### config.mk
export PLATFORM = sky130hd
export DESIGN_NAME = vending_controller
export DESIGN_NICKNAME = d
export VERILOG_FILES = /design/src/rtl/vend_pkg.sv /design/src/rtl/vend_change_calc.sv /design/src/rtl/vending_controller.sv
export SDC_FILE = /design/constraint.sdc
export NUM_CORES = 1
export LEC_CHECK = 0
export CORE_AREA = 2 2 117 119
export CTS_BUF_LIST = sky130_fd_sc_hd__clkbuf_4
export CTS_CLUSTER_DIAMETER = 60
export DETAILED_ROUTE_END_ITERATION = 8
export DIE_AREA = 0 0 119 121
export GPL_ROUTABILITY_DRIVEN = 0
export PLACE_DENSITY = 0.82
export SLEW_MARGIN = 20
export SYNTH_ARGS = -nofsm -noshare
export SYNTH_HDL_FRONTEND = slang
export SYNTH_HIERARCHICAL = 1
export SYNTH_SLANG_ARGS = --single-unit
### constraint.sdc
create_clock -name clk -period 28.5 [get_ports clk]
set_input_delay 5.7 -clock clk [delete_from_list [all_inputs] [get_ports clk]]
set_output_delay 5.7 -clock clk [all_outputs]
set_load 0.02 [all_outputs]
### src/rtl/vend_pkg.sv
// Shared definitions for the vending controller.
//   state_t        : top-level FSM states
//   COIN_*         : value in cents of each accepted coin
//   CHANGE_*       : denominations used for greedy change payout, largest first
package vend_pkg;

  typedef enum logic [1:0] {
    IDLE    = 2'd0,
    COLLECT = 2'd1,
    VEND    = 2'd2,
    CHANGE  = 2'd3
  } state_t;

  localparam int COIN_NICKEL  = 5;
  localparam int COIN_DIME    = 10;
  localparam int COIN_QUARTER = 25;
  localparam int COIN_DOLLAR  = 100;

  localparam int CHANGE_QUARTER = 25;
  localparam int CHANGE_DIME    = 10;
  localparam int CHANGE_NICKEL  = 5;

endpackage

### src/rtl/vend_change_calc.sv
// Greedy change breakdown: splits a remaining credit into quarters, dimes
// and nickels. Any residue below a nickel is dropped.
// Ports:
//   rem    in   CREDIT_W   amount to pay out, cents
//   quart  out  CREDIT_W   number of quarters
//   dim    out  CREDIT_W   number of dimes
//   nick   out  CREDIT_W   number of nickels
module vend_change_calc
  import vend_pkg::*;
#(
  parameter int CREDIT_W = 9
) (
  input  logic [CREDIT_W-1:0] rem,
  output logic [CREDIT_W-1:0] quart,
  output logic [CREDIT_W-1:0] dim,
  output logic [CREDIT_W-1:0] nick
);

  localparam logic [CREDIT_W-1:0] Q_VAL = CREDIT_W'(CHANGE_QUARTER);
  localparam logic [CREDIT_W-1:0] D_VAL = CREDIT_W'(CHANGE_DIME);
  localparam logic [CREDIT_W-1:0] N_VAL = CREDIT_W'(CHANGE_NICKEL);

  logic [CREDIT_W-1:0] after_quart;
  logic [CREDIT_W-1:0] after_dime;

  // Largest coin first; each stage works on what the previous one left over.
  always_comb begin
    quart       = rem / Q_VAL;
    after_quart = rem % Q_VAL;
    dim         = after_quart / D_VAL;
    after_dime  = after_quart % D_VAL;
    nick        = after_dime / N_VAL;
  end

endmodule

### src/rtl/vending_controller.sv
// Vending controller: coin accumulation, product selection with sold-out
// check, single-item dispense and greedy change payout over a ready/valid
// handshake.
// Optional feature macro: VEND_CARD_EN (card payment; when undefined the
// pay_card/card_balance inputs are ignored and debit_valid stays 0).
// Ports:
//   clk, rst            clock (rising edge) and synchronous active-high reset
//   cost_flat           price table, product i at [i*PRICE_W +: PRICE_W]
//   inv_load            load stock table from inv_init_flat (IDLE only)
//   inv_init_flat       initial stock, product i at [i*INV_W +: INV_W]
//   sel_valid/sel_index selection strobe and product index
//   nickel..dollar      one-cycle coin pulses, summed when coincident
//   cancel              abort and refund full credit
//   pay_card            card payment request
//   card_balance        card funds available
//   change_ready        payout accepted
//   credit              current coin credit
//   coin_reject         pulse: coins of the previous cycle refused
//   sold_out            pulse: previous selection had zero stock
//   dispense/disp_index item released and which product
//   inv_flat            live stock table
//   change_valid        payout counts valid
//   quart/dim/nick      change coin counts
//   debit_valid         pulse with dispense when the card paid
module vending_controller
  import vend_pkg::*;
#(
  parameter  int N_PROD   = 8,
  parameter  int PRICE_W  = 8,
  parameter  int INV_W    = 3,
  parameter  int CREDIT_W = 9,
  localparam int IDX_W    = $clog2(N_PROD)
) (
  input  logic                      clk,
  input  logic                      rst,
  input  logic [N_PROD*PRICE_W-1:0] cost_flat,
  input  logic                      inv_load,
  input  logic [N_PROD*INV_W-1:0]   inv_init_flat,
  input  logic                      sel_valid,
  input  logic [IDX_W-1:0]          sel_index,
  input  logic                      nickel,
  input  logic                      dime,
  input  logic                      quarter,
  input  logic                      dollar,
  input  logic                      cancel,
  input  logic                      pay_card,
  input  logic [CREDIT_W-1:0]       card_balance,
  input  logic                      change_ready,
  output logic [CREDIT_W-1:0]       credit,
  output logic                      coin_reject,
  output logic                      sold_out,
  output logic                      dispense,
  output logic [IDX_W-1:0]          disp_index,
  output logic [N_PROD*INV_W-1:0]   inv_flat,
  output logic                      change_valid,
  output logic [CREDIT_W-1:0]       quart,
  output logic [CREDIT_W-1:0]       dim,
  output logic [CREDIT_W-1:0]       nick,
  output logic                      debit_valid
);

  localparam int CW1 = CREDIT_W + 1;

  state_t              state;
  state_t              next_state;
  logic [CREDIT_W-1:0] credit_q;
  logic [CREDIT_W-1:0] credit_next;
  logic [INV_W-1:0]    stock [N_PROD];
  logic                has_sel;
  logic [IDX_W-1:0]    sel_idx;
  logic                sold_out_q;
  logic                coin_reject_q;
  logic                card_vend;

  logic [CW1-1:0]      coin_add;
  logic [CW1-1:0]      credit_sum;
  logic                any_coin;
  logic                coin_accept;
  logic [PRICE_W-1:0]  sel_cost;
  logic [CREDIT_W-1:0] sel_cost_c;
  logic                sel_stock_nz;
  logic                pre_vend;
  logic                vend_ok;
  logic                card_ok;
  logic [CREDIT_W-1:0] calc_quart;
  logic [CREDIT_W-1:0] calc_dim;
  logic [CREDIT_W-1:0] calc_nick;

  // Sum of this cycle's coin pulses; coincident pulses all count.
  always_comb begin
    coin_add = '0;
    if (nickel)  coin_add = coin_add + CW1'(COIN_NICKEL);
    if (dime)    coin_add = coin_add + CW1'(COIN_DIME);
    if (quarter) coin_add = coin_add + CW1'(COIN_QUARTER);
    if (dollar)  coin_add = coin_add + CW1'(COIN_DOLLAR);
  end

  // The extra top bit of credit_sum flags an overflow: the whole cycle's
  // coins are then refused. Coins are never taken while change is pending.
  assign any_coin     = nickel | dime | quarter | dollar;
  assign credit_sum   = {1'b0, credit_q} + coin_add;
  assign coin_accept  = any_coin && (state != CHANGE) && !credit_sum[CREDIT_W];

  assign sel_cost     = cost_flat[int'(sel_idx)*PRICE_W +: PRICE_W];
  assign sel_cost_c   = CREDIT_W'(sel_cost);
  assign sel_stock_nz = (stock[sel_idx] != '0);
  assign pre_vend     = (state == IDLE) || (state == COLLECT);
  assign vend_ok      = has_sel && sel_stock_nz && (credit_q >= sel_cost_c);

`ifdef VEND_CARD_EN
  assign card_ok = pay_card && has_sel && sel_stock_nz && (card_balance >= sel_cost_c);
`else
  logic unused_card;
  assign card_ok     = 1'b0;
  assign unused_card = pay_card ^ (^card_balance);
`endif

  vend_change_calc #(
    .CREDIT_W (CREDIT_W)
  ) u_change_calc (
    .rem   (credit_q),
    .quart (calc_quart),
    .dim   (calc_dim),
    .nick  (calc_nick)
  );

  // State register.
  always_ff @(posedge clk) begin
    if (rst) state <= IDLE;
    else     state <= next_state;
  end

  // Next state: cancel beats a vend decision, which beats a new selection.
  always_comb begin
    next_state = state;
    unique case (state)
      IDLE, COLLECT: begin
        if (cancel)                     next_state = CHANGE;
        else if (vend_ok || card_ok)    next_state = VEND;
        else if (sel_valid || any_coin) next_state = COLLECT;
      end
      VEND:   next_state = CHANGE;
      CHANGE: if (change_ready) next_state = IDLE;
    endcase
  end

  // FSM outputs. A cancel arriving during VEND suppresses the release.
  always_comb begin
    dispense     = 1'b0;
    disp_index   = '0;
    debit_valid  = 1'b0;
    change_valid = 1'b0;
    quart        = '0;
    dim          = '0;
    nick         = '0;
    unique case (state)
      VEND: begin
        if (!cancel) begin
          dispense   = 1'b1;
          disp_index = sel_idx;
`ifdef VEND_CARD_EN
          debit_valid = card_vend;
`endif
        end
      end
      CHANGE: begin
        change_valid = 1'b1;
        quart        = calc_quart;
        dim          = calc_dim;
        nick         = calc_nick;
      end
      default: ;
    endcase
  end

  // Credit update: coins first, then the price of a coin-paid item, and the
  // payout handshake empties the accumulator.
  always_comb begin
    credit_next = credit_q;
    if (coin_accept)                  credit_next = credit_sum[CREDIT_W-1:0];
    if (dispense && !card_vend)       credit_next = credit_next - sel_cost_c;
    if (change_valid && change_ready) credit_next = '0;
  end

  // Datapath registers: credit, selection, stock table and status pulses.
  always_ff @(posedge clk) begin
    if (rst) begin
      credit_q      <= '0;
      has_sel       <= 1'b0;
      sel_idx       <= '0;
      sold_out_q    <= 1'b0;
      coin_reject_q <= 1'b0;
      card_vend     <= 1'b0;
      for (int i = 0; i < N_PROD; i++) stock[i] <= '0;
    end else begin
      credit_q      <= credit_next;
      coin_reject_q <= any_coin && !coin_accept;
      sold_out_q    <= 1'b0;
      card_vend     <= pre_vend && !cancel && !vend_ok && card_ok;

      if (state == VEND) begin
        has_sel <= 1'b0;
      end else if (pre_vend && cancel) begin
        has_sel <= 1'b0;
      end else if (pre_vend && !vend_ok && !card_ok && sel_valid) begin
        if (stock[sel_index] == '0) begin
          has_sel    <= 1'b0;
          sold_out_q <= 1'b1;
        end else begin
          has_sel <= 1'b1;
          sel_idx <= sel_index;
        end
      end

      if ((state == IDLE) && inv_load) begin
        for (int i = 0; i < N_PROD; i++) stock[i] <= inv_init_flat[i*INV_W +: INV_W];
      end else if (dispense && sel_stock_nz) begin
        stock[sel_idx] <= stock[sel_idx] - INV_W'(1);
      end
    end
  end

  assign credit      = credit_q;
  assign sold_out    = sold_out_q;
  assign coin_reject = coin_reject_q;

  for (genvar i = 0; i < N_PROD; i++) begin : g_inv
    assign inv_flat[i*INV_W +: INV_W] = stock[i];
  end

endmodule
======== After elaboration in Yosys (flattened, before gate mapping) ========
Memory sizes are Yosys's and may differ from the RTL's. A register that Yosys moved wholly into a read port is not among the register bits.
Index checks and enable logic that the tools add are counted.
storage, ports and cells
  register bits ........................... 17
  memory bits (writable) .................. 24
  logic and storage cells ................. 110
  memories ................................ 1
memory list
  memory  depth  width  read ports  clocked after Yosys merged registers in  wr ports  line                      source
  stock   8      3      10          1                                        8         vending_controller.sv:68  logic [INV_W-1:0] stock [N_PROD];
operators by class
  muxes and demuxes ....................... 43
  order comparisons ....................... 1
  reductions and logical operators ........ 26
  bitwise operators ....................... 15
  divide/modulo/power cells ............... 5
  equality and inequality tests ........... 6
  shifts and indexed selects .............. 1
  $add $sub $neg .......................... 6
operators by type and width
  cell                                            number
  variable part select 64 x 7 -> 8 bit            1
  two-way mux 3 bit                               15
  two-way mux 9 bit                               5
  two-way mux 10 bit                              3
  two-way mux 1 bit                               15
  logical AND 1 bit                               11
  OR 1 bit                                        11
  adder 10 x 4 -> 10 bit (second input constant)  1
  adder 10 x 5 -> 10 bit (second input constant)  1
  adder 10 x 7 -> 10 bit (second input constant)  1
  adder 9 x 10 -> 10 bit                          1
  divider 9 x 3 -> 9 bit (second input constant)  1
  divider 9 x 4 -> 9 bit (second input constant)  1
  divider 9 x 5 -> 9 bit (second input constant)  1
  >= comparator 9 x 8 -> 1 bit                    1
  modulo 9 x 4 -> 9 bit (second input constant)   1
  modulo 9 x 5 -> 9 bit (second input constant)   1
  subtractor 9 x 8 -> 9 bit                       1
  two-way mux 2 bit                               4
  case mux 2 bit (3 select lines)                 1
  OR reduction 3 bit                              2
  == test 2 bit (second input constant)           2
  != test 2 bit (second input constant)           2
  != test 4 bit (second input constant)           1
  other kinds (12)                                19

======== Logic depth before layout (Yosys ltp) ========
Gate-level depths: netlist of run 1.
  word-level depth ........................ 13
  depth in mapped cells ................... 45
  gate-level depth less buffers ........... 43

======== By module ========
Netlist of run 1, hierarchy kept.
modules (own cells, without submodules)
  module              cells an instance  times used  area an instance (sq um)
  vending_controller  436                1           4033.9
  vend_change_calc    355                1           2421.1

======== Worst setup path before layout of run 1 ========
OpenSTA, ideal clock, no wires.
  kind .................................... register to output
  start point ............................. reg credit_q[8] (netlist: credit[8])
  end point ............................... out nick[0]
  data arrival time ....................... 8.865 ns
  path slack .............................. 13.935 ns
  stages on the path, launching flop included .. 44
  cell sequence ........................... dfxtp_1 -> clkbuf_1 -> o21ai_0 -> a22oi_1 -> and3_1 -> buf_2 -> a21oi_1 -> ha_1 -> o21a_1 -> a2111oi_0 -> a221oi_4 -> xor2_2 -> a311o_2 -> a21oi_2 -> a21oi_1 -> o21a_1 -> ha_1 -> o21bai_1 -> [... 8 more ...] -> mux2_4 -> a21oi_1 -> o21ai_1 -> a32oi_1 -> o21ai_0 -> xnor2_1 -> ha_1 -> nand3_1 -> o22ai_2 -> xnor2_2 -> ha_1 -> inv_1 -> o2111a_1 -> o31ai_1 -> and3_1 -> nor4b_2 -> o21ai_1 -> and3_1
on the way
  cells in the longest elaborated chain, start to end .. 4
RTL lines
  item                      line                       source
  start: declaration        vending_controller.sv:66   logic [CREDIT_W-1:0] credit_q;
  start signal: assignment  vending_controller.sv:196  credit_q <= credit_next;
  modulo 9 x 5 -> 9 bit     vend_change_calc.sv:29     after_quart = rem % Q_VAL;
  modulo 9 x 4 -> 9 bit     vend_change_calc.sv:31     after_dime = after_quart % D_VAL;
  divider 9 x 3 -> 9 bit    vend_change_calc.sv:32     nick = after_dime / N_VAL;
  named net calc_nick[0]    vending_controller.sv:87   logic [CREDIT_W-1:0] calc_nick;
  two-way mux 9 bit         vending_controller.sv:156  unique case (state)
  end: declaration          vending_controller.sv:58   output logic [CREDIT_W-1:0] nick,
The timed path passes the listed nets, and every way through them passes these cells.

======== Final worst setup path of run 1 ========
Ends and elaborated chain as after synthesis.

==> results of run 1 <==
final timing paths:
| path | start | to | slack [ns] |
|---|---|---|---|
| min | has_sel$_SDFFE_PP0P_ | has_sel$_SDFFE_PP0P_ | 0.67 |
| min reg2reg | has_sel$_SDFFE_PP0P_ | has_sel$_SDFFE_PP0P_ | 0.67 |
| max reg2reg | credit[4]$_SDFF_PP0_ | credit[8]$_SDFF_PP0_ | 23.75 |
| max | credit[8]$_SDFF_PP0_ | nick[0] | 11.12 |
kinds of logic (layout without fill, tap and decap cells):
group           count (synthesis)  count (layout)
xor+xnor                       29              29
fa+ha+maj                      45              45
simple gates                  299             299
mux                            52              52
flops                          44              44
buf+inv                        91             208
other cells                     2              10
compound gates                229             229
synth_stat cells, types with 4 or more instances:
cell,number,area [sq um]
sky130_fd_sc_hd__nand2_1,86,323
sky130_fd_sc_hd__o21ai_0,55,275
sky130_fd_sc_hd__ha_1,43,538
sky130_fd_sc_hd__nor2_1,42,158
sky130_fd_sc_hd__a21oi_1,41,205
sky130_fd_sc_hd__inv_1,36,135
sky130_fd_sc_hd__and3_1,31,194
sky130_fd_sc_hd__clkbuf_1,30,113
sky130_fd_sc_hd__edfxtp_1,24,721
sky130_fd_sc_hd__nand2b_1,24,150
sky130_fd_sc_hd__nor3_1,22,110
sky130_fd_sc_hd__mux2i_1,21,210
sky130_fd_sc_hd__dfxtp_1,20,400
sky130_fd_sc_hd__mux4_2,19,428
sky130_fd_sc_hd__xnor2_1,18,158
sky130_fd_sc_hd__nand3_1,17,85.1
sky130_fd_sc_hd__and2_1,12,75.1
sky130_fd_sc_hd__nand3b_1,11,82.6
sky130_fd_sc_hd__buf_4,10,75.1
sky130_fd_sc_hd__nor2b_1,10,62.6
sky130_fd_sc_hd__o21a_1,10,75.1
sky130_fd_sc_hd__a211oi_1,8,60.1
sky130_fd_sc_hd__buf_2,8,40.0
sky130_fd_sc_hd__nor4_1,8,50.1
sky130_fd_sc_hd__o31ai_1,8,60.1
sky130_fd_sc_hd__xor2_1,8,70.1
sky130_fd_sc_hd__a21o_1,7,52.6
sky130_fd_sc_hd__mux2_2,7,78.8
sky130_fd_sc_hd__a31oi_1,6,37.5
sky130_fd_sc_hd__o211ai_1,6,45.0
sky130_fd_sc_hd__a21oi_2,5,43.8
sky130_fd_sc_hd__mux2_4,5,75.1
sky130_fd_sc_hd__o21ai_1,5,25.0
sky130_fd_sc_hd__or2_2,5,31.3
sky130_fd_sc_hd__or3_1,5,31.3
sky130_fd_sc_hd__a22o_1,4,35.0
sky130_fd_sc_hd__a22oi_1,4,30.0
sky130_fd_sc_hd__a32oi_1,4,35.0
sky130_fd_sc_hd__nor3b_1,4,30.0
sky130_fd_sc_hd__o22ai_1,4,25.0
cell type report:
cell class                 count  share of cell area
sequential                    44               0.138
timing repair buffer         162               0.199
inverter                      38              0.0176
clock inverter                 2             0.00154
clock buffer                   6             0.00556
tap                          176              0.0272
multi-input combinational    664               0.611
flip-flops by register name, indices dropped and copies added (netlist names), named ones only:
register	count
credit	9
has_sel	1
coin_reject	1
state	2
sel_idx	3
sold_out	1
stock	24
per-stage QoR:
| stage | hold slack [ns] | util | cell area (sq um) | setup slack [ns] |
|---|---|---|---|---|
| floorplan | 0.579 | - | 6480 | 13.93 |
| global route | 0.739 | 0.619 | 8110 | 10.33 |
| CTS | 0.659 | 0.619 | 8110 | 11.36 |
| global placement | 0.619 | 0.615 | 8050 | 11.95 |
| finish | 0.667 | 0.619 | 8110 | 11.12 |
| detailed placement | 0.637 | 0.615 | 8050 | 11.79 |
placed cells by master, fill, tap and decap left out, types with 21 or more instances in the layout:
| cell | count |
|---|---|
| sky130_fd_sc_hd__clkdlybuf4s50_1 | 158 |
| sky130_fd_sc_hd__nand2_1 | 86 |
| sky130_fd_sc_hd__o21ai_0 | 55 |
| sky130_fd_sc_hd__ha_1 | 43 |
| sky130_fd_sc_hd__nor2_1 | 42 |
| sky130_fd_sc_hd__a21oi_1 | 41 |
| sky130_fd_sc_hd__inv_1 | 36 |
| sky130_fd_sc_hd__and3_1 | 31 |
| sky130_fd_sc_hd__nand2b_1 | 24 |
| sky130_fd_sc_hd__edfxtp_1 | 24 |
| sky130_fd_sc_hd__nor3_1 | 22 |
| sky130_fd_sc_hd__mux2i_1 | 21 |
per-layer routing:
layer / GRT usage / vias to the layer above / routed length (um)
met4: 0.0841 / 0 / 423
li1: - / 3199 / -
met1: 0.296 / 3091 / 7290
met2: 0.467 / 331 / 9520
met3: 0.0193 / 36 / 1250
met5: 0 / - / 0
worst register-to-register path, delay by kind of cell (launching register included):
kind,cells,cell delay [ns]
compound gates,7,2.02
flops,1,0.90
fa+ha+maj,3,0.88
simple gates,3,0.55
mux,1,0.34
==> results.py, run 1 <==
metrics = {
    "setup_path": {
        "worstPathRequired_ns": 22.80,
        "crit_type": "flip-flop to output pin",
        "worstSetupPathDepth": 42,
        "start_kind": "flip-flop",
        "cpPeakStageDelay_ns": 1.02,
        "end_kind": "output pin",
        "critPathMostFrequentCell": "sky130_fd_sc_hd__ha_1",
        "worst-path-buf-inv": 4,
        "cpMaxStageDelayCell": "sky130_fd_sc_hd__dfxtp_1",
        "crit_arrival_ns": 11.68,
        "rr_worst_depth": 14,
        "critical_path.max_fanout": 33,
        "cell_type_group_with_the_largest_total_delay_on_the_critical_path": "compound AO/OA/AOI/OAI gates",
    },
    "routing": {
        "detail_route.vias_per_cell": 6.10,
        "remaining_drc_errors": 0,
        "route.detailed.wl_per_inst_um": 16.9,
        "post_route_ant_nets": 0,
        "drt-pass1-iter-count": 5,
        "number_of_vias_in_the_routed_layout": 6657,
        "totalWireLength_um": 18500,
        "number_of_drc_violations_after_detailed_routing_iteration_0": 520,
    },
    "finish": {
        "diodes": 0,
        "layout.filler_cells": 1152,
        "final_cells": 1092,
        "finish.net_count": 1071,
        "final-seq-area_sq_um": 1120,
        "synthToLayoutAreaGrowth_pct": 25.6,
        "post_route_cells_drive_above_1_share": 0.0939,
        "multi_input_area_sq_um": 4950,
    },
    "global_route": {
        "grt_pass1_wl_um": 29700,
        "global_route_total_overflow": 0,
        "grt_max_degree": 34,
        "global_route.usage.total": 0.248,
        "grt_pass1_vias": 6273,
        "antenna_violations_before_repair": 0,
    },
    "synthesis": {
        "main_combinational_cell_family_by_area_after_synthesis": "compound AO/OA/AOI/OAI gates",
        "yosys.area_share.adder": 0.0896,
        "postSynth.topFlopCell": "sky130_fd_sc_hd__edfxtp_1",
        "async_reset_ff_frac": 0,
        "synth_area_per_cell_sq_um": 8.16,
        "synth.distinct_cells": 102,
        "synth_compound_gate_area_share": 0.261,
        "ys_seq_area_frac": 0.174,
        "postSynthCellCount": 791,
        "synth_edf_count": 24,
        "synthXorXnorAreaFrac": 0.0428,
        "synth_simple_gate_area_frac": 0.245,
        "muxShareOfSynthArea": 0.123,
        "yosys_warnings": 6,
        "synth.ff_latch_count": 44,
        "netlist_area_sq_um": 6450,
    },
    "cts": {
        "clock_latency_late_sink_ns": 0.37,
        "postCtsSetupBuffers": 0,
        "clock_root_buffer": "sky130_fd_sc_hd__clkbuf_4",
        "cts.sinks": 44,
        "post_cts_resize_count": 0,
        "cts_hold_buffers": 0,
        "htreeDepth": 2,
        "clkSlewWorstSetupHoldPaths_ns": 0.12,
        "cts_tree": "done",
        "clock_path_buffers": 2,
        "cts_made_buffers": 5,
    },
    "sta": {
        "finalSetupViolations": 0,
        "totalNegativeSetupSlack_ns": 0,
        "fmax_mhz": 57.5,
        "finalWorstPathRequiredPeriod_ns": 17.38,
        "timing.final.crit_share": 0.610,
        "max_slew_margin": 0.313,
        "timing_worst_slew_pin_value_ns": 1.03,
        "finClkSkew_ns": 0.0220,
        "drv_slew": 0,
        "finalHoldViolCount": 0,
        "rsz0062_at_grt": "false",
    },
    "worst_hold_path": {
        "timing.hold.worst_path_depth": 3,
        "worstHoldPathType": "flip-flop to flip-flop",
    },
    "placed_design": {
        "place_hpwl_um": 14500,
        "placed_instances": 1084,
        "portBuffers": 158,
    },
    "floorplan": {
        "die-area_sq_um": 14400,
        "rows": 42,
        "initial_utilization": 0.493,
        "chipWidth_um": 119,
        "boundaryPins": 179,
        "core-area_sq_um": 13100,
        "die_h_um": 121,
    },
    "run_status": {
        "status": "complete, no violations",
    },
    "flow_run": {
        "max-cap-violations": 0,
    },
}
Power of run 1 is not shown: default switching activity piles up to over one toggle a cycle in this logic, so the estimate is an artifact.
==> inputs of run 2 (changes only) <==
clock period = 16.7 ns   (was 28.5 ns; I/O delays follow)
==> run 2 against run 1 <==
Cell count is essentially flat. Via count shrank 1.7%. Non-clock buffer count grew 1. Hold slack lost 0.021 ns. First-iteration DRC count shrank 12%. Utilization grew 0.59 points.
==> results.py, run 2 (synthesis gave the netlist of run 1 again) <==
metrics = {
    "routing": {
        "route.detailed.wl_per_inst_um": 16.8,
        "remaining_drc_errors": 0,
        "number_of_vias_in_the_routed_layout": 6544,
        "number_of_drc_violations_after_detailed_routing_iteration_0": 458,
        "post_route_ant_nets": 0,
        "totalWireLength_um": 18400,
        "drt-pass1-iter-count": 5,
        "detail_route.vias_per_cell": 5.99,
    },
    "finish": {
        "synthToLayoutAreaGrowth_pct": 26.8,
        "final-seq-area_sq_um": 1120,
        "largest_reg_flops": 24,
        "post_route_cells_drive_above_1_share": 0.0949,
        "finish.net_count": 1072,
        "final_common_cell": "sky130_fd_sc_hd__clkdlybuf4s50_1",
        "multi_input_area_sq_um": 4950,
        "diodes": 0,
        "layout.filler_cells": 1098,
        "regMostFlops": "stock",
        "final_cell_mix": "sky130_fd_sc_hd__clkdlybuf4s50_1, sky130_fd_sc_hd__nand2_1, sky130_fd_sc_hd__o21ai_0, sky130_fd_sc_hd__ha_1, sky130_fd_sc_hd__nor2_1",
        "post-route-cell-area_sq_um": 8180,
    },
    "cts": {
        "cts_tree": "done",
        "post_cts_resize_count": 0,
        "cts_made_buffers": 5,
        "clock_path_buffers": 2,
        "cts.sinks": 44,
        "cts_hold_buffers": 0,
        "clock_latency_late_sink_ns": 0.37,
        "htreeDepth": 2,
        "postCtsSetupBuffers": 0,
        "clkSlewWorstSetupHoldPaths_ns": 0.13,
        "clock_root_buffer": "sky130_fd_sc_hd__clkbuf_4",
    },
    "setup_path": {
        "end_kind": "output pin",
        "worstPathRequired_ns": 13.36,
        "crit_arrival_ns": 11.64,
        "critPathMostFrequentCell": "sky130_fd_sc_hd__ha_1",
        "critical_path.max_fanout": 33,
        "crit_type": "flip-flop to output pin",
        "cpMaxStageDelayCell": "sky130_fd_sc_hd__dfxtp_1",
        "ff2ff_setup_slack_ns": 11.98,
        "start_kind": "flip-flop",
        "cpPeakStageDelay_ns": 1.00,
    },
    "sta": {
        "drv_slew": 0,
        "finalHoldViolCount": 0,
        "rsz0062_at_grt": "false",
        "totalNegativeSetupSlack_ns": 0,
        "finalSetupViolations": 0,
        "finClkSkew_ns": 0.0206,
        "finalWorstPathRequiredPeriod_ns": 14.98,
        "timing.final.crit_share": 0.897,
        "timing_worst_slew_pin_value_ns": 0.989,
        "max_slew_margin": 0.340,
        "fmax_mhz": 66.7,
    },
    "flow_run": {
        "max-cap-violations": 0,
    },
    "placed_design": {
        "placedInstanceArea_sq_um": 8060,
        "portBuffers": 158,
        "place_hpwl_um": 14400,
    },
    "floorplan": {
        "boundaryPins": 179,
        "die-area_sq_um": 14400,
        "initial_utilization": 0.493,
        "chipWidth_um": 119,
        "rows": 42,
        "core-area_sq_um": 13100,
        "die_h_um": 121,
    },
    "global_route": {
        "grt_max_degree": 34,
        "global_route.usage.total": 0.250,
        "grt_pass1_wl_um": 30000,
        "antenna_violations_before_repair": 0,
        "global_route_total_overflow": 0,
        "grt_pass1_vias": 6269,
    },
    "run_status": {
        "status": "complete, no violations",
    },
    "worst_hold_path": {
        "worstHoldPathType": "flip-flop to flip-flop",
    },
}
run 2: path summary, 6_finish.rpt:
check | cells past startpoint | start | endpoint
min | 3 | has_sel$_SDFFE_PP0P_ | has_sel$_SDFFE_PP0P_
max reg2reg | 14 | credit[4]$_SDFF_PP0_ | credit[8]$_SDFF_PP0_
max | 42 | credit[8]$_SDFF_PP0_ | nick[0]
min reg2reg | 3 | has_sel$_SDFFE_PP0P_ | has_sel$_SDFFE_PP0P_
run 2: metal layers:
layer / share of wire / global-route usage / vias up
li1: - / - / 3201
met1: 0.41 / 0.304 / 3047
met2: 0.51 / 0.465 / 255
met3: 0.049 / 0.0216 / 41
met4: 0.026 / 0.0789 / 0
met5: 0 / 0 / -
run 2: layout make-up:
cell class	instances	share of cell area
sequential	44	0.137
timing repair buffer	163	0.198
clock buffer	5	0.00459
multi-input combinational	664	0.605
tap	176	0.0269
clock inverter	3	0.0110
inverter	38	0.0174
run 2: per-stage QoR:
stage / cells / util / hold slack, ns / setup slack [ns]
after CTS: 1093 / 0.625 / 0.644 / 1.83
final: 1093 / 0.625 / 0.646 / 1.72
after floorplan: 799 / - / 0.579 / 4.49
after detailed placement: 1085 / 0.616 / 0.626 / 2.30
after global routing: 1093 / 0.625 / 0.701 / 0.866
after global placement: 1085 / 0.616 / 0.619 / 2.53
run 2: critical path: cells and delay by family, from the launching register on:
family / cells / cell delay (ns)
xor+xnor: 5 / 1.56
compound gates: 19 / 4.68
fa+ha+maj: 5 / 1.18
flops: 1 / 1.00
mux: 1 / 0.31
buf+inv: 4 / 0.87
simple gates: 8 / 1.65
Power of run 2 is left out for the same reason.
==> inputs of run 3 (changes only) <==
CORE_AREA = 2 2 150 94   (was 2 2 117 119)
DIE_AREA = 0 0 152 96   (was 0 0 119 121)
PLACE_DENSITY = 0.81   (was 0.82)
==> run 3 against run 2 <==
Non-clock buffer count grew 1. Largest cell class unchanged. Clock skew shrank 0.010 ns. Sequential cell count is the same. Critical path type unchanged. Sequential share of layout area grew 0.11 points. First-iteration DRC count grew 51%.
==> results.py, run 3 (synthesis gave the netlist of run 1 again) <==
metrics = {
    "global_route": {
        "grt_pass1_vias": 5981,
        "grt_max_degree": 33,
        "grt_pass1_wl_um": 31300,
        "global_route_total_overflow": 0,
        "antenna_violations_before_repair": 0,
        "global_route.usage.total": 0.265,
    },
    "cts": {
        "clkSlewWorstSetupHoldPaths_ns": 0.13,
        "htreeDepth": 2,
        "post_cts_resize_count": 0,
        "clock_path_buffers": 2,
        "cts_tree": "done",
        "cts_hold_buffers": 0,
        "clock_latency_late_sink_ns": 0.37,
        "cts_made_buffers": 5,
        "clock_root_buffer": "sky130_fd_sc_hd__clkbuf_4",
        "postCtsSetupBuffers": 0,
        "cts.sinks": 44,
    },
    "setup_path": {
        "timing.critical_path.from": "credit[5]$_SDFF_PP0_",
        "cpPeakStageDelay_ns": 0.93,
        "worstPathRequired_ns": 13.36,
        "ff2ff_setup_slack_ns": 11.83,
        "end_kind": "output pin",
        "cpMaxStageDelayCell": "sky130_fd_sc_hd__dfxtp_1",
        "crit_arrival_ns": 11.56,
        "crit_type": "flip-flop to output pin",
        "timing.rr.start": "credit[4]$_SDFF_PP0_",
        "r2r-end": "credit[8]$_SDFF_PP0_",
        "start_kind": "flip-flop",
        "rr_worst_depth": 14,
        "critical_path.max_fanout": 24,
        "critPathMostFrequentCell": "sky130_fd_sc_hd__ha_1",
        "critPathCapture": "nick[0]",
    },
    "finish": {
        "post-route-cell-area_sq_um": 8120,
        "final_cell_mix": "sky130_fd_sc_hd__clkdlybuf4s50_1, sky130_fd_sc_hd__nand2_1, sky130_fd_sc_hd__o21ai_0, sky130_fd_sc_hd__ha_1, sky130_fd_sc_hd__nor2_1",
        "synthToLayoutAreaGrowth_pct": 25.8,
        "post_route_cells_drive_above_1_share": 0.0948,
        "layout.filler_cells": 1159,
        "diodes": 0,
        "final-seq-area_sq_um": 1120,
        "regMostFlops": "stock",
        "finish.net_count": 1073,
        "final_common_cell": "sky130_fd_sc_hd__clkdlybuf4s50_1",
        "multi_input_area_sq_um": 4950,
        "largest_reg_flops": 24,
    },
    "sta": {
        "timing_worst_slew_pin_value_ns": 0.931,
        "finalSetupViolations": 0,
        "finalHoldViolCount": 0,
        "fmax_mhz": 67.1,
        "max_slew_margin": 0.379,
        "finalWorstPathRequiredPeriod_ns": 14.90,
        "totalNegativeSetupSlack_ns": 0,
        "drv_slew": 0,
        "timing.final.crit_share": 0.892,
        "rsz0062_at_grt": "false",
        "finClkSkew_ns": 0.0102,
    },
    "floorplan": {
        "boundaryPins": 179,
        "chipWidth_um": 152,
        "rows": 33,
        "initial_utilization": 0.487,
        "core-area_sq_um": 13300,
        "die-area_sq_um": 14600,
        "die_h_um": 96,
    },
    "placed_design": {
        "portBuffers": 158,
        "placedInstanceArea_sq_um": 8060,
        "place_hpwl_um": 16000,
    },
    "routing": {
        "detail_route.vias_per_cell": 6.10,
        "route.detailed.wl_per_inst_um": 18.1,
        "drt-pass1-iter-count": 6,
        "number_of_vias_in_the_routed_layout": 6669,
        "post_route_ant_nets": 0,
        "totalWireLength_um": 19800,
        "number_of_drc_violations_after_detailed_routing_iteration_0": 691,
        "remaining_drc_errors": 0,
    },
    "run_status": {
        "status": "complete, no violations",
    },
    "worst_hold_path": {
        "worstHoldPathType": "flip-flop to flip-flop",
    },
    "flow_run": {
        "max-cap-violations": 0,
    },
}
## run 3: changes by cell type in the layout (fill, tap and decap cells not counted), sizes merged
cell / previous run / this run
bufinv: 3 / 0
clkinv: 1 / 2
buf: 5 / 6
clkbuf: 5 / 6
clkinvlp: 0 / 1
## run 3: worst max-delay path, delay by kind of cell (launching register included)
family / cells / cell delay, ns
XOR/XNOR: 5 / 1.63
buffers and inverters: 4 / 0.86
AO/OA/AOI/OAI: 19 / 4.59
AND/OR/NAND/NOR: 8 / 1.62
multiplexers: 1 / 0.32
flip-flops: 1 / 0.93
adder cells (fa/ha/maj): 5 / 1.21
## run 3: area by class of cell
cell class / count / share of cell area
tap: 175 / 0.0270
clock buffer: 6 / 0.00555
inverter: 38 / 0.0176
multi-input combinational: 664 / 0.610
sequential: 44 / 0.138
clock inverter: 2 / 0.00139
timing repair buffer: 164 / 0.200
## run 3: per-stage QoR
step	utilization	worst slack (ns)	hold slack, ns	cells
floorplan	-	4.49	0.579	799
global placement	0.608	2.58	0.597	1085
detailed placement	0.608	2.45	0.602	1085
CTS	0.612	2.00	0.621	1093
global route	0.612	0.946	0.691	1093
finish	0.612	1.80	0.643	1093
## run 3: how the worst min path moves through the flow
stage	startpoint	end	slack (ns)	cells after the start
2_1_floorplan	state[1]$_SDFFE_PP0P_	state[0]$_SDFFE_PP0P_	0.58	2
3_5_place_dp	credit[6]$_SDFF_PP0_	credit[6]$_SDFF_PP0_	0.60	2
3_3_place_gp	credit[6]$_SDFF_PP0_	credit[6]$_SDFF_PP0_	0.60	2
6_report	credit[6]$_SDFF_PP0_	credit[6]$_SDFF_PP0_	0.64	2
4_1_cts	credit[6]$_SDFF_PP0_	credit[6]$_SDFF_PP0_	0.62	2
5_1_grt	credit[6]$_SDFF_PP0_	credit[6]$_SDFF_PP0_	0.69	2
## run 3: layer usage
metal,wire [um],vias up,track usage
met5,0,-,0
met4,162,0,0.0452
met3,1960,14,0.0608
met2,8170,331,0.389
met1,9510,3119,0.400
li1,-,3205,-
Power of run 3 is left out for the same reason.
